**config.mk**
```make
export PLATFORM = sky130hd
export DESIGN_NAME = mem_arbiter
export DESIGN_NICKNAME = d
export VERILOG_FILES = /design/src/rtl/brisc_pkg.sv /design/src/rtl/mem_arbiter_rr_pick2.sv /design/src/rtl/mem_arbiter.sv
export SDC_FILE = /design/constraint.sdc
export NUM_CORES = 1
export LEC_CHECK = 0
export ABC_AREA = 1
export CAP_MARGIN = 20
export CORE_AREA = 10 10 320 322
export DETAILED_ROUTE_END_ITERATION = 16
export DIE_AREA = 0 0 330 332
export PLACE_DENSITY = 0.39
export SETUP_SLACK_MARGIN = 0.1
export SLEW_MARGIN = 25
export SYNTH_ARGS = -nofsm -noshare
export SYNTH_HDL_FRONTEND = slang
export SYNTH_SLANG_ARGS = --single-unit
```
**constraint.sdc**
```tcl
create_clock -name clk -period 4.4 [get_ports clk]
set_input_delay 0.66 -clock clk [delete_from_list [all_inputs] [get_ports clk]]
set_output_delay 0.66 -clock clk [all_outputs]
set_load 0.02 [all_outputs]
```
**src/rtl/brisc_pkg.sv**
```systemverilog
// Shared types and sizing for the brisc memory subsystem.
// Also holds the arbiter's state and requester encodings.
package brisc_pkg;

    localparam int BRISC_ADDRESS_WIDTH    = 32;
    localparam int BRISC_CACHE_LINE_WIDTH = 128;

    typedef enum logic [1:0] {
        IDLE  = 2'd0,
        ISSUE = 2'd1,
        WAIT  = 2'd2,
        DONE  = 2'd3
    } mem_arb_state_e;

    typedef enum logic {
        REQ_IC = 1'b0,
        REQ_DC = 1'b1
    } mem_requester_e;

endpackage

```
**src/rtl/mem_arbiter_rr_pick2.sv**
```systemverilog
// Two-way round-robin picker: one-hot winner (bit0 = icache, bit1 = dcache)
// and the pointer value to load once a grant is issued.
module rr_pick2
    import brisc_pkg::*;
(
    input  logic           req_ic_in,
    input  logic           req_dc_in,
    input  mem_requester_e ptr_in,
    input  logic           grant_in,
    input  mem_requester_e granted_in,
    output logic [1:0]     winner_out,
    output mem_requester_e ptr_next_out
);

    always_comb begin
        winner_out = 2'b00;
        if (req_ic_in && req_dc_in) begin
            winner_out = (ptr_in == REQ_DC) ? 2'b10 : 2'b01;
        end else if (req_ic_in) begin
            winner_out = 2'b01;
        end else if (req_dc_in) begin
            winner_out = 2'b10;
        end
    end

    // The pointer always hands priority to whoever was not just granted.
    always_comb begin
        ptr_next_out = ptr_in;
        if (grant_in) begin
            ptr_next_out = (granted_in == REQ_IC) ? REQ_DC : REQ_IC;
        end
    end

endmodule

```
**src/rtl/mem_arbiter.sv**
```systemverilog
// Shares the single memory port between icache fills and dcache fills/write-backs,
// one line request at a time, and routes read responses back to the issuer.
module mem_arbiter
    import brisc_pkg::*;
#(
    parameter int ADDRESS_WIDTH    = BRISC_ADDRESS_WIDTH,
    parameter int CACHE_LINE_WIDTH = BRISC_CACHE_LINE_WIDTH
) (
    input  logic                        clk,
    input  logic                        reset,
    input  logic                        ic_req_in,
    input  logic [ADDRESS_WIDTH-1:0]    ic_addr_in,
    output logic                        ic_grant_out,
    output logic                        ic_fill_out,
    output logic [CACHE_LINE_WIDTH-1:0] ic_fill_data_out,
    output logic [ADDRESS_WIDTH-1:0]    ic_fill_addr_out,
    input  logic                        dc_req_in,
    input  logic [ADDRESS_WIDTH-1:0]    dc_addr_in,
    input  logic [CACHE_LINE_WIDTH-1:0] dc_data_in,
    input  logic                        dc_write_in,
    output logic                        dc_grant_out,
    output logic                        dc_fill_out,
    output logic [CACHE_LINE_WIDTH-1:0] dc_fill_data_out,
    output logic [ADDRESS_WIDTH-1:0]    dc_fill_addr_out,
    output logic                        mem_req_valid_out,
    input  logic                        mem_req_ready_in,
    output logic [ADDRESS_WIDTH-1:0]    mem_req_addr_out,
    output logic [CACHE_LINE_WIDTH-1:0] mem_req_data_out,
    output logic                        mem_req_write_out,
    input  logic                        mem_resp_valid_in,
    input  logic [CACHE_LINE_WIDTH-1:0] mem_resp_data_in,
    input  logic [ADDRESS_WIDTH-1:0]    mem_resp_addr_in,
    output logic                        busy_out
);

    mem_arb_state_e              state_q, state_d;
    mem_requester_e              ptr_q, ptr_d;
    mem_requester_e              owner_q, owner_d;
    logic [ADDRESS_WIDTH-1:0]    addr_q, addr_d;
    logic [CACHE_LINE_WIDTH-1:0] data_q, data_d;
    logic                        write_q, write_d;
    logic [1:0]                  winner;
    logic                        accept;

    assign accept = (state_q == ISSUE) && mem_req_ready_in;

    rr_pick2 u_pick (
        .req_ic_in    (ic_req_in),
        .req_dc_in    (dc_req_in),
        .ptr_in       (ptr_q),
        .grant_in     (accept),
        .granted_in   (owner_q),
        .winner_out   (winner),
        .ptr_next_out (ptr_d)
    );

    always_ff @(posedge clk or negedge reset) begin
        if (!reset) begin
            state_q <= IDLE;
            ptr_q   <= REQ_DC;
            owner_q <= REQ_IC;
            addr_q  <= '0;
            data_q  <= '0;
            write_q <= 1'b0;
        end else begin
            state_q <= state_d;
            ptr_q   <= ptr_d;
            owner_q <= owner_d;
            addr_q  <= addr_d;
            data_q  <= data_d;
            write_q <= write_d;
        end
    end

    always_comb begin
        state_d = state_q;
        owner_d = owner_q;
        addr_d  = addr_q;
        data_d  = data_q;
        write_d = write_q;
        unique case (state_q)
            IDLE: begin
                if (winner[1]) begin
                    owner_d = REQ_DC;
                    addr_d  = dc_addr_in;
                    data_d  = dc_data_in;
                    write_d = dc_write_in;
                    state_d = ISSUE;
                end else if (winner[0]) begin
                    owner_d = REQ_IC;
                    addr_d  = ic_addr_in;
                    data_d  = '0;
                    write_d = 1'b0;
                    state_d = ISSUE;
                end
            end
            ISSUE: begin
                if (mem_req_ready_in) begin
                    state_d = write_q ? DONE : WAIT;
                end
            end
            WAIT: begin
                if (mem_resp_valid_in) begin
                    state_d = DONE;
                end
            end
            DONE: state_d = IDLE;
            default: state_d = IDLE;
        endcase
    end

    // Fill payload is gated so idle/reset outputs stay at zero.
    always_comb begin
        mem_req_valid_out = 1'b0;
        mem_req_addr_out  = '0;
        mem_req_data_out  = '0;
        mem_req_write_out = 1'b0;
        ic_grant_out      = 1'b0;
        dc_grant_out      = 1'b0;
        ic_fill_out       = 1'b0;
        dc_fill_out       = 1'b0;
        ic_fill_data_out  = '0;
        ic_fill_addr_out  = '0;
        dc_fill_data_out  = '0;
        dc_fill_addr_out  = '0;
        busy_out          = (state_q != IDLE);
        if (state_q == ISSUE) begin
            mem_req_valid_out = 1'b1;
            mem_req_addr_out  = addr_q;
            mem_req_data_out  = data_q;
            mem_req_write_out = write_q;
            ic_grant_out      = accept && (owner_q == REQ_IC);
            dc_grant_out      = accept && (owner_q == REQ_DC);
        end
        if ((state_q == WAIT) && mem_resp_valid_in) begin
            if (owner_q == REQ_DC) begin
                dc_fill_out      = 1'b1;
                dc_fill_data_out = mem_resp_data_in;
                dc_fill_addr_out = mem_resp_addr_in;
            end else begin
                ic_fill_out      = 1'b1;
                ic_fill_data_out = mem_resp_data_in;
                ic_fill_addr_out = mem_resp_addr_in;
            end
        end
    end

endmodule

```
==> run_results.csv <==
group,metric,value,unit
synthesis,syn_area_per_cell,6.10,um^2
global_route,grt_pass1_wl,114000,um
clocking,path_clk_slew,0.07,ns
final_layout,fill_cells,10900,
route,dr.pass1.iters,6,
die,row_count,114,
global_route,grt_max_degree,73,
timing,min_period_over_period,0.887,
flow_run,maxCapViolations,0,
synthesis,synth_top_family_by_area,"simple AND/OR/NAND/NOR gates",
route,wirelength,85300,um
power,design_power_total,0.00929,W
worst_setup_path,path_class,"flip-flop to output port",
power,p_sw,0.00432,W
synthesis,synth_area,0.0105,mm^2
timing,slew_headroom,0.488,
route,drc,0,
clocking,htree_num_levels,4,
route,ant_nets,0,
worst_setup_path,setup.worst_path.start,"state_q[0]$_DFFE_PN0P_",
worst_setup_path,path_common_cell,"nor2_1",
worst_setup_path,ff2ff_path_depth,8,
synthesis,synthMuxAreaShare,0,
timing,finClkSkew,0.0122,ns
die,die_w,330,um
timing,hold_viol_final,0,
global_route,antenna_found_initial,19,
clocking,cts.sinks,165,
route,drtIter0Drc,753,
power,vdd_ir_drop_max,0.228,mV
worst_setup_path,slowest_delay,0.60,ns
global_route,grtUsageTotal,0.149,
place,port_buffers,845,
power,p_int,0.00497,W
worst_setup_path,r2r-start,"state_q[0]$_DFFE_PN0P_",
synthesis,yosysUniqueCellTypes,21,
clocking,cts_hold_buf,0,
die,core-area,0.0960,mm^2
clocking,cts_resized,0,
place,gp_congestion,0.943,
power,p_per_area,445,mW/mm^2
timing,rsz0062_at_grt,"false",
synthesis,synth_fa_ha_area_frac,0.00477,
power,switching_share,0.465,
clocking,post-cts-setup-buffer-count,0,
clocking,cts_buffer_depth,2,
final_layout,multi_input_area,0.00384,mm^2
final_layout,fin_nets,2876,
timing,worst_pin_slew,0.766,ns
final_layout,seq_area,0.00413,mm^2
worst_setup_path,regToRegEndpoint,"data_q[37]$_DFFE_PN0P_",
synthesis,synth_xor_xnor_area_share,0,
synthesis,syn_inst,1720,
timing,max_freq,256,MHz
worst_setup_path,crit_chain,"inv_1 -> ha_1 -> nand2_1 -> nor2_1 -> inv_4 -> buf_4 -> nor2_1 -> clkdlybuf4s50_1",
route,vias,13000,
power,power.share.clock,0.160,
clocking,root_buffer,"clkbuf_16",
timing,slew_violations,0,
die,die_y,332,um
power,p_comb_frac,0.573,
clocking,cts_tree,"yes",
clocking,cts_buffers,17,
worst_setup_path,r2r_setup_slack,1.90,ns
synthesis,yosysWarnings,0,
synthesis,ys_ff_latch,165,
die,start_util,0.109,
synthesis,synthSimpleGateAreaFrac,0.296,
global_route,grt-ovfl-total,0,
timing,period_needed,3.90,ns
die,die-area,0.110,mm^2
final_layout,drive_above_1_share,0.0265,
place,dp_hpwl,72400,um
final_layout,syn2layout_area_growth,98.8,%
route,avgViaCountPerCell,3.42,
timing,setup_viol,0,
synthesis,synth.net_count,2083,
power,p_seq_frac,0.267,
timing,tns,0,ns
worst_setup_path,cp.required,3.74,ns
synthesis,seq_area_frac_synth,0.393,
synthesis,synth-compound-area-share,0.0629,
route,wl_per_cell,22.4,um
power,p_leak,10.9,nW
worst_setup_path,cp-end-kind,"output port",
worst_setup_path,slowest_stage,"buf_4",
min_path,hp-class,"input port to asynchronous set/reset pin",
worst_setup_path,startpoint_type,"flip-flop",
worst_setup_path,worstPathMaxFanout,61,
status,outcome,"complete, no violations",
global_route,grt_pass1_vias,13100,
worst_setup_path,critPathArrivalTime,3.24,ns
clocking,clk_latency,0.49,ns
die,ios,846,
[synth_stat cells, drive strengths merged]
master | n | area [um^2]
nor2 | 328 | 1250
clkbuf | 28 | 105
dfrtp | 164 | 4100
buf | 68 | 473
nand4 | 1 | 6.26
ha | 4 | 50.1
o21ai | 130 | 651
inv | 526 | 1980
a21oi | 2 | 10.0
nand3 | 66 | 330
nand2 | 402 | 1510
dfstp | 1 | 26.3
[flip-flops by register name, summed over array words and instances, names as in the netlist]
| signal | cells |
|---|---|
| data_q | 128 |
| addr_q | 32 |
| state_q | 2 |
| owner_q | 1 |
| ptr_q | 1 |
| write_q | 1 |
[worst max-delay path by stage]
stage	slack [ns]	endpoint
after floorplan	1.91	ic_fill_data_out[100]
after global placement	0.60	dc_fill_data_out[14]
after detailed placement	0.59	dc_fill_data_out[49]
after CTS	0.44	dc_fill_data_out[49]
after global routing	0.33	dc_fill_data_out[11]
final	0.50	dc_fill_data_out[49]
[layer usage]
layer,GRT usage,part of all wire
met1,0.188,0.44
met2,0.242,0.46
met3,0.0539,0.092
met4,0.0276,0.0098
met5,0,0.0013
[metrics by stage]
stage           util  instance area (um^2)  cells  hold slack [ns]  setup slack, ns
6_report       0.217                 20900   3805            0.139            0.498
5_1_grt        0.217                 20900   3803            0.166            0.333
4_1_cts        0.217                 20900   3802            0.145            0.442
3_5_place_dp   0.212                 20300   3770            0.465            0.589
3_3_place_gp   0.212                 20300   3770            0.463            0.605
2_1_floorplan      -                 10500   1720            0.364             1.91
[critical path, delay by kind of cell (launching register included)]
kind | cells | cell delay [ns]
fa+ha+maj | 1 | 0.23
flops | 1 | 0.44
simple gates | 3 | 0.33
buf+inv | 4 | 1.65
[layout make-up]
class / count / share of cell area
clock buffer: 19 / 0.0212
timing repair buffer: 870 / 0.420
sequential: 165 / 0.198
multi-input combinational: 933 / 0.184
inverter: 526 / 0.0950
tap: 1276 / 0.0765
antenna: 3 / 0.000360
clock inverter: 13 / 0.00480
[layout by cell type (no fill, tap or decap), drive strengths merged]
cell type and n:
dfstp 1, inv 529, a21oi 2, buf 26
nor2 328, nand4 1, nand3 66, clkinv 8
nand2 402, clkinvlp 2, clkbuf 19, o21ai 130
dfrtp 164, diode 3, ha 4, clkdlybuf4s50 844
[logic make-up (layout without fill, tap and decap cells)]
kind of cell / Yosys count / in the layout
AOI/OAI and AO/OA: 132 / 132
and+or+nand+nor: 797 / 797
buffers and inverters: 622 / 1428
other: 0 / 3
adders and majority gates: 4 / 4
DFF: 165 / 165
[power by group through the flow]
| stage | clock network [W] | logic (W) | registers (W) |
|---|---|---|---|
| after floorplan | 0 | 0.00280 | 0.00240 |
| after global placement | 0 | 0.00547 | 0.00250 |
| after detailed placement | 0 | 0.00546 | 0.00251 |
| after CTS | 0.00159 | 0.00547 | 0.00249 |
| after global routing | 0.00163 | 0.00584 | 0.00256 |
| final | 0.00149 | 0.00533 | 0.00248 |
Power figures use the tool's default switching activity.
